### config.mk
export PLATFORM = sky130hd
export DESIGN_NAME = rgb_pixel_colorizer
export DESIGN_NICKNAME = d
export VERILOG_FILES = /design/src/rtl/rgb_pixel_colorizer.sv
export SDC_FILE = /design/constraint.sdc
export NUM_CORES = 1
export LEC_CHECK = 0
export CAP_MARGIN = 25
export CORE_MARGIN = 2
export CORE_UTILIZATION = 36
export CTS_BUF_LIST = sky130_fd_sc_hd__clkbuf_16
export CTS_CLUSTER_DIAMETER = 200
export DETAILED_ROUTE_END_ITERATION = 8
export GPL_TIMING_DRIVEN = 0
export PLACE_DENSITY = 0.65
export REMOVE_ABC_BUFFERS = 1
export SLEW_MARGIN = 20
export SYNTH_ARGS = -nofsm -noshare
export SYNTH_HDL_FRONTEND = slang
export SYNTH_SLANG_ARGS = --single-unit
### constraint.sdc
create_clock -name clk -period 2.8 [get_ports clk]
set_input_delay 0.42 -clock clk [delete_from_list [all_inputs] [get_ports clk]]
set_output_delay 0.42 -clock clk [all_outputs]
set_load 0.005 [all_outputs]
### src/rtl/rgb_pixel_colorizer.sv
// Character colour stage: turns the serialised glyph bit into R/G/B codes with
// keyboard-selected colour, a free-running blink generator and PWM brightness dimming.
module rgb_pixel_colorizer #(
    parameter int CW       = 3,
    parameter int CLK_HZ   = 50_000_000,
    parameter int BLINK_HZ = 10,
    parameter int PWM_BITS = 4
) (
    input  logic          clk,
    input  logic          reset,
    input  logic          pix_en,
    input  logic          display_area,
    input  logic          pixel_on,
    input  logic          cmd_valid,
    input  logic [2:0]    cmd,
    output logic [CW-1:0] R,
    output logic [CW-1:0] G,
    output logic [CW-1:0] B,
    output logic          blink_phase
);

    localparam int DIV = CLK_HZ / (2 * BLINK_HZ);
    localparam int BCW = (DIV > 1) ? $clog2(DIV) : 1;
    localparam logic [BCW-1:0]      BLINK_LAST = BCW'(DIV - 1);
    localparam logic [PWM_BITS-1:0] LMAX       = '1;

    typedef enum logic [1:0] {
        COL_WHITE = 2'd0,
        COL_RED   = 2'd1,
        COL_GREEN = 2'd2,
        COL_BLUE  = 2'd3
    } colour_t;

    typedef enum logic [2:0] {
        CMD_WHITE     = 3'd0,
        CMD_RED       = 3'd1,
        CMD_GREEN     = 3'd2,
        CMD_BLUE      = 3'd3,
        CMD_BLINK     = 3'd4,
        CMD_BRIGHT_UP = 3'd5,
        CMD_BRIGHT_DN = 3'd6,
        CMD_DEFAULT   = 3'd7
    } cmd_t;

    colour_t             colour_q, colour_d;
    logic                blink_en_q, blink_en_d;
    logic [PWM_BITS-1:0] level_q, level_d;
    logic [BCW-1:0]      blink_cnt_q, blink_cnt_d;
    logic                blink_phase_q, blink_phase_d;
    logic [PWM_BITS-1:0] pwm_cnt_q, pwm_cnt_d;
    logic [CW-1:0]       r_q, r_d, g_q, g_d, b_q, b_d;
    logic                pwm_on, show;

    always_comb begin
        colour_d      = colour_q;
        blink_en_d    = blink_en_q;
        level_d       = level_q;
        blink_cnt_d   = blink_cnt_q;
        blink_phase_d = blink_phase_q;
        pwm_cnt_d     = pwm_cnt_q;
        r_d           = r_q;
        g_d           = g_q;
        b_d           = b_q;

        if (blink_cnt_q == BLINK_LAST) begin
            blink_cnt_d   = '0;
            blink_phase_d = ~blink_phase_q;
        end else begin
            blink_cnt_d = blink_cnt_q + 1'b1;
        end

        // Enabling blink restarts the generator so the first half-period is always visible.
        if (cmd_valid) begin
            case (cmd_t'(cmd))
                CMD_WHITE:     colour_d = COL_WHITE;
                CMD_RED:       colour_d = COL_RED;
                CMD_GREEN:     colour_d = COL_GREEN;
                CMD_BLUE:      colour_d = COL_BLUE;
                CMD_BLINK: begin
                    blink_en_d = ~blink_en_q;
                    if (!blink_en_q) begin
                        blink_cnt_d   = '0;
                        blink_phase_d = 1'b1;
                    end
                end
                CMD_BRIGHT_UP: if (level_q != LMAX) level_d = level_q + 1'b1;
                CMD_BRIGHT_DN: if (level_q != '0)   level_d = level_q - 1'b1;
                CMD_DEFAULT: begin
                    colour_d   = COL_WHITE;
                    blink_en_d = 1'b0;
                    level_d    = LMAX;
                end
            endcase
        end

        pwm_on = (level_q == LMAX) || (pwm_cnt_q < level_q);
        show   = display_area && pixel_on && pwm_on && (!blink_en_q || blink_phase_q);

        // The pixel is built from pre-command state, so a colliding command lands on the next pixel.
        if (pix_en) begin
            pwm_cnt_d = pwm_cnt_q + 1'b1;
            r_d = (show && (colour_q == COL_WHITE || colour_q == COL_RED))   ? '1 : '0;
            g_d = (show && (colour_q == COL_WHITE || colour_q == COL_GREEN)) ? '1 : '0;
            b_d = (show && (colour_q == COL_WHITE || colour_q == COL_BLUE))  ? '1 : '0;
        end
    end

    always_ff @(posedge clk or posedge reset) begin
        if (reset) begin
            colour_q      <= COL_WHITE;
            blink_en_q    <= 1'b0;
            level_q       <= LMAX;
            blink_cnt_q   <= '0;
            blink_phase_q <= 1'b1;
            pwm_cnt_q     <= '0;
            r_q           <= '0;
            g_q           <= '0;
            b_q           <= '0;
        end else begin
            colour_q      <= colour_d;
            blink_en_q    <= blink_en_d;
            level_q       <= level_d;
            blink_cnt_q   <= blink_cnt_d;
            blink_phase_q <= blink_phase_d;
            pwm_cnt_q     <= pwm_cnt_d;
            r_q           <= r_d;
            g_q           <= g_d;
            b_q           <= b_d;
        end
    end

    assign R           = r_q;
    assign G           = g_q;
    assign B           = b_q;
    assign blink_phase = blink_phase_q;

endmodule
==> impl_metrics.tcl <==
set metrics [dict create \
    antenna_cells 0 \
    path_max_fanout 8 \
    vias 1478 \
    arrival_ns 2.55 \
    clock_path_buffers 2 \
    postLayoutCoreUtil_pct 44.2 \
    synth_top_flop_cell "dfrtp_1" \
    core_area_sq_mm 0.00551 \
    cts_resized 0 \
    root_buffer "clkbuf_16" \
    ir_drop_mv 0.299 \
    combinationalPowerShare_pct 26.4 \
    yosysMostFrequentCell "nor2_1" \
    critPathSlowestCell "clkdlybuf4s50_1" \
    skew_ns 0.00563 \
    design_area_sq_mm 0.00243 \
    setup_viol_count_final 0 \
    ios 19 \
    finalHoldViolCount 0 \
    cp_slowest_stage_delay_ns 0.58 \
    syn_area_per_cell_sq_um 9.71 \
    synth_seq_cells 37 \
    synth_top_cells_by_area "dfrtp_1 39%, xor2_1 7.2%, dfstp_2 6.4%" \
    finalPower_w 0.00211 \
    synth.top_cell.area_share_pct 38.9 \
    rsz0062_at_grt "no" \
    maxCapViolations 0 \
    p_clk_share_pct 29.4 \
    dpl_cell_area_sq_mm 0.00227 \
    wl_per_cell_um 11.6 \
    p_int_w 0.00144 \
    area_growth_pct 18.1 \
    synth_top_area_cell "dfrtp_1" \
    slew-limit-headroom_pct 64.8 \
    p_leak_nw 1.07 \
    drcViolationCount 0 \
    drt-initial-drc-count 80 \
    place.gp.congestion 0.758 \
    rows 27 \
    power_density_mw_per_mm2 866 \
    cts_made_buffers 5 \
    io_buffers 18 \
    nets 248 \
    clock_latency_ns 0.28 \
    die_w_um 79.6 \
    synth-seq-area-share_pct 45.3 \
    synthArstFlopShare_pct 100 \
    r2r_slack_ns 0.94 \
    cts_hold_buf 0 \
    dpl_worst_slack_ns 0.154 \
    cp-start-kind "input port" \
    setup.worst_path.end_class "register" \
    drive_gt1_share_pct 9.61 \
    synth_commonest_cells "34 x nor2_1, 32 x dfrtp_1, 17 x xor2_1" \
    synth-edff-count 0 \
    post_cts_buffers 0 \
    wl_met2_um 1680 \
    syn_area_sq_mm 0.00206 \
    outcome "finished, final reports clean" \
    p_sw_share_pct 31.6 \
    grt_pass1_wl_um 6460 \
    die_y_um 79.6 \
    met1_length_um 1650 \
    worstPathRequired_ns 3.01 \
    grt_pass1_vias 1471 \
    fin_setup_tns_ns 0 \
    wirelength_um 3480 \
    cts_tree "built" \
    top_layer "met4" \
    synth-warning-count 0 \
    worst-path-buf-inv 2 \
    fp.dieArea_sq_mm 0.00634 \
    post-route-period-util_pct 83.7 \
    cts_sinks 37 \
    timing.fmax_mhz 427 \
    ant_nets 0 \
    crit_family "compound AO/OA/AOI/OAI gates" \
    min_period_ns 2.34 \
    grt_max_degree 29 \
    htreeDepth 2 \
    p_sw_w 0.000665 \
    worstMarginPinSlew_ns 0.523 \
    path_class "input port to register" \
    start_util_pct 37.4 \
    globalRouteTotalUtil_pct 12.8 \
    synth_cells 212 \
    hpwlAfterDp_um 2620 \
    viasPerCell 4.91 \
    fin_ws_ns 0.456 \
    seqPwrFrac_pct 44.2 \
    drt_first_pass_iters 4 \
    route.met3.wl_um 112 \
    crit_chain "clkdlybuf4s50_1, nor2b_1, nand2_1, inv_1, ha_1, a21o_1, a21oi_1, xnor2_1, o21a_1, a31o_1" \
    maxSlewViolCount 0 \
    ys_types 39 \
    hold_class "input port to asynchronous set/reset pin" \
    grt_overflow 0 \
    antenna_found_initial 0 \
    cts.reportedPaths.clkPinSlew_ns 0.06 \
]
flip-flops by register name (all words and copies together) (netlist names):
name / cells
blink_cnt_q: 22
level_q: 4
pwm_cnt_q: 4
colour_q: 2
B: 1
G: 1
R: 1
blink_en_q: 1
blink_phase: 1
final cells by class:
cell class | instances | area [sq um]
Fill cell | 524 | 3070
Multi-Input combinational cell | 152 | 995
Sequential cell | 37 | 932
Timing Repair Buffer | 19 | 200
Clock buffer | 5 | 125
Tap cell | 72 | 90.1
Inverter | 13 | 48.8
Clock inverter | 3 | 41.3
per-stage QoR:
stage	hold slack, ns	cells
floorplan	0.449	202
global route	0.394	301
detailed placement	0.476	293
CTS	0.389	301
global placement	0.466	292
finish	0.382	301
layout by cell type (no fill, tap or decap), drive strengths merged:
cell,count
nand4,14
or4,1
o31a,1
clkinvlp,1
bufinv,1
buf,1
o31ai,1
clkinv,1
a31o,1
a21oi,10
or2,3
and4bb,1
nand2b,2
a22o,3
ha,10
o21ai,6
and4,2
xor2,17
dfstp,5
and3,3
and2,1
nor2b,2
nor4,3
clkdlybuf4s50,18
nor3,2
nand3,8
mux2,1
o21a,1
fa,1
xnor2,9
clkbuf,5
inv,13
a21o,1
nand2,13
nor2,34
dfrtp,32
a221oi,1
routing by layer:
layer,track usage [%],up-vias
met5,0,-
met1,16.8,703
li1,-,749
met3,2.71,2
met4,4.14,0
met2,20.9,24
final timing paths:
path / startpoint / endpoint / cells past startpoint
max in group asynchronous: reset / blink_phase$_DFF_PP1_ / 3
worst min-delay path: reset / blink_cnt_q[9]$_DFF_PP0_ / 2
worst min register to register: pwm_cnt_q[3]$_DFFE_PP0P_ / pwm_cnt_q[3]$_DFFE_PP0P_ / 1
worst max register to register: level_q[3]$_DFFE_PP1P_ / R[1]$_DFFE_PP0P_ / 6
min in group clk: pwm_cnt_q[3]$_DFFE_PP0P_ / pwm_cnt_q[3]$_DFFE_PP0P_ / 1
worst max-delay path: cmd[1] / level_q[3]$_DFFE_PP1P_ / 10
power groups by stage:
stage	clock [W]	combinational, W	sequential (W)
4_1_cts	0.000633	0.000568	0.000932
3_5_place_dp	0	0.000562	0.000938
6_report	0.000619	0.000556	0.000931
2_1_floorplan	0	0.000420	0.000893
5_1_grt	0.000663	0.000658	0.000968
3_3_place_gp	0	0.000537	0.000934
cell families after synthesis:
family	count (synthesis)	synth area share, %
AND/OR/NAND/NOR	89	22.1
adder cells (fa/ha/maj)	11	7.05
flip-flops	37	45.3
buffers and inverters	23	6.44
AO/OA/AOI/OAI	25	7.53
multiplexers	1	0.547
XOR/XNOR	26	11.1
(Power assumes the default switching activity.)
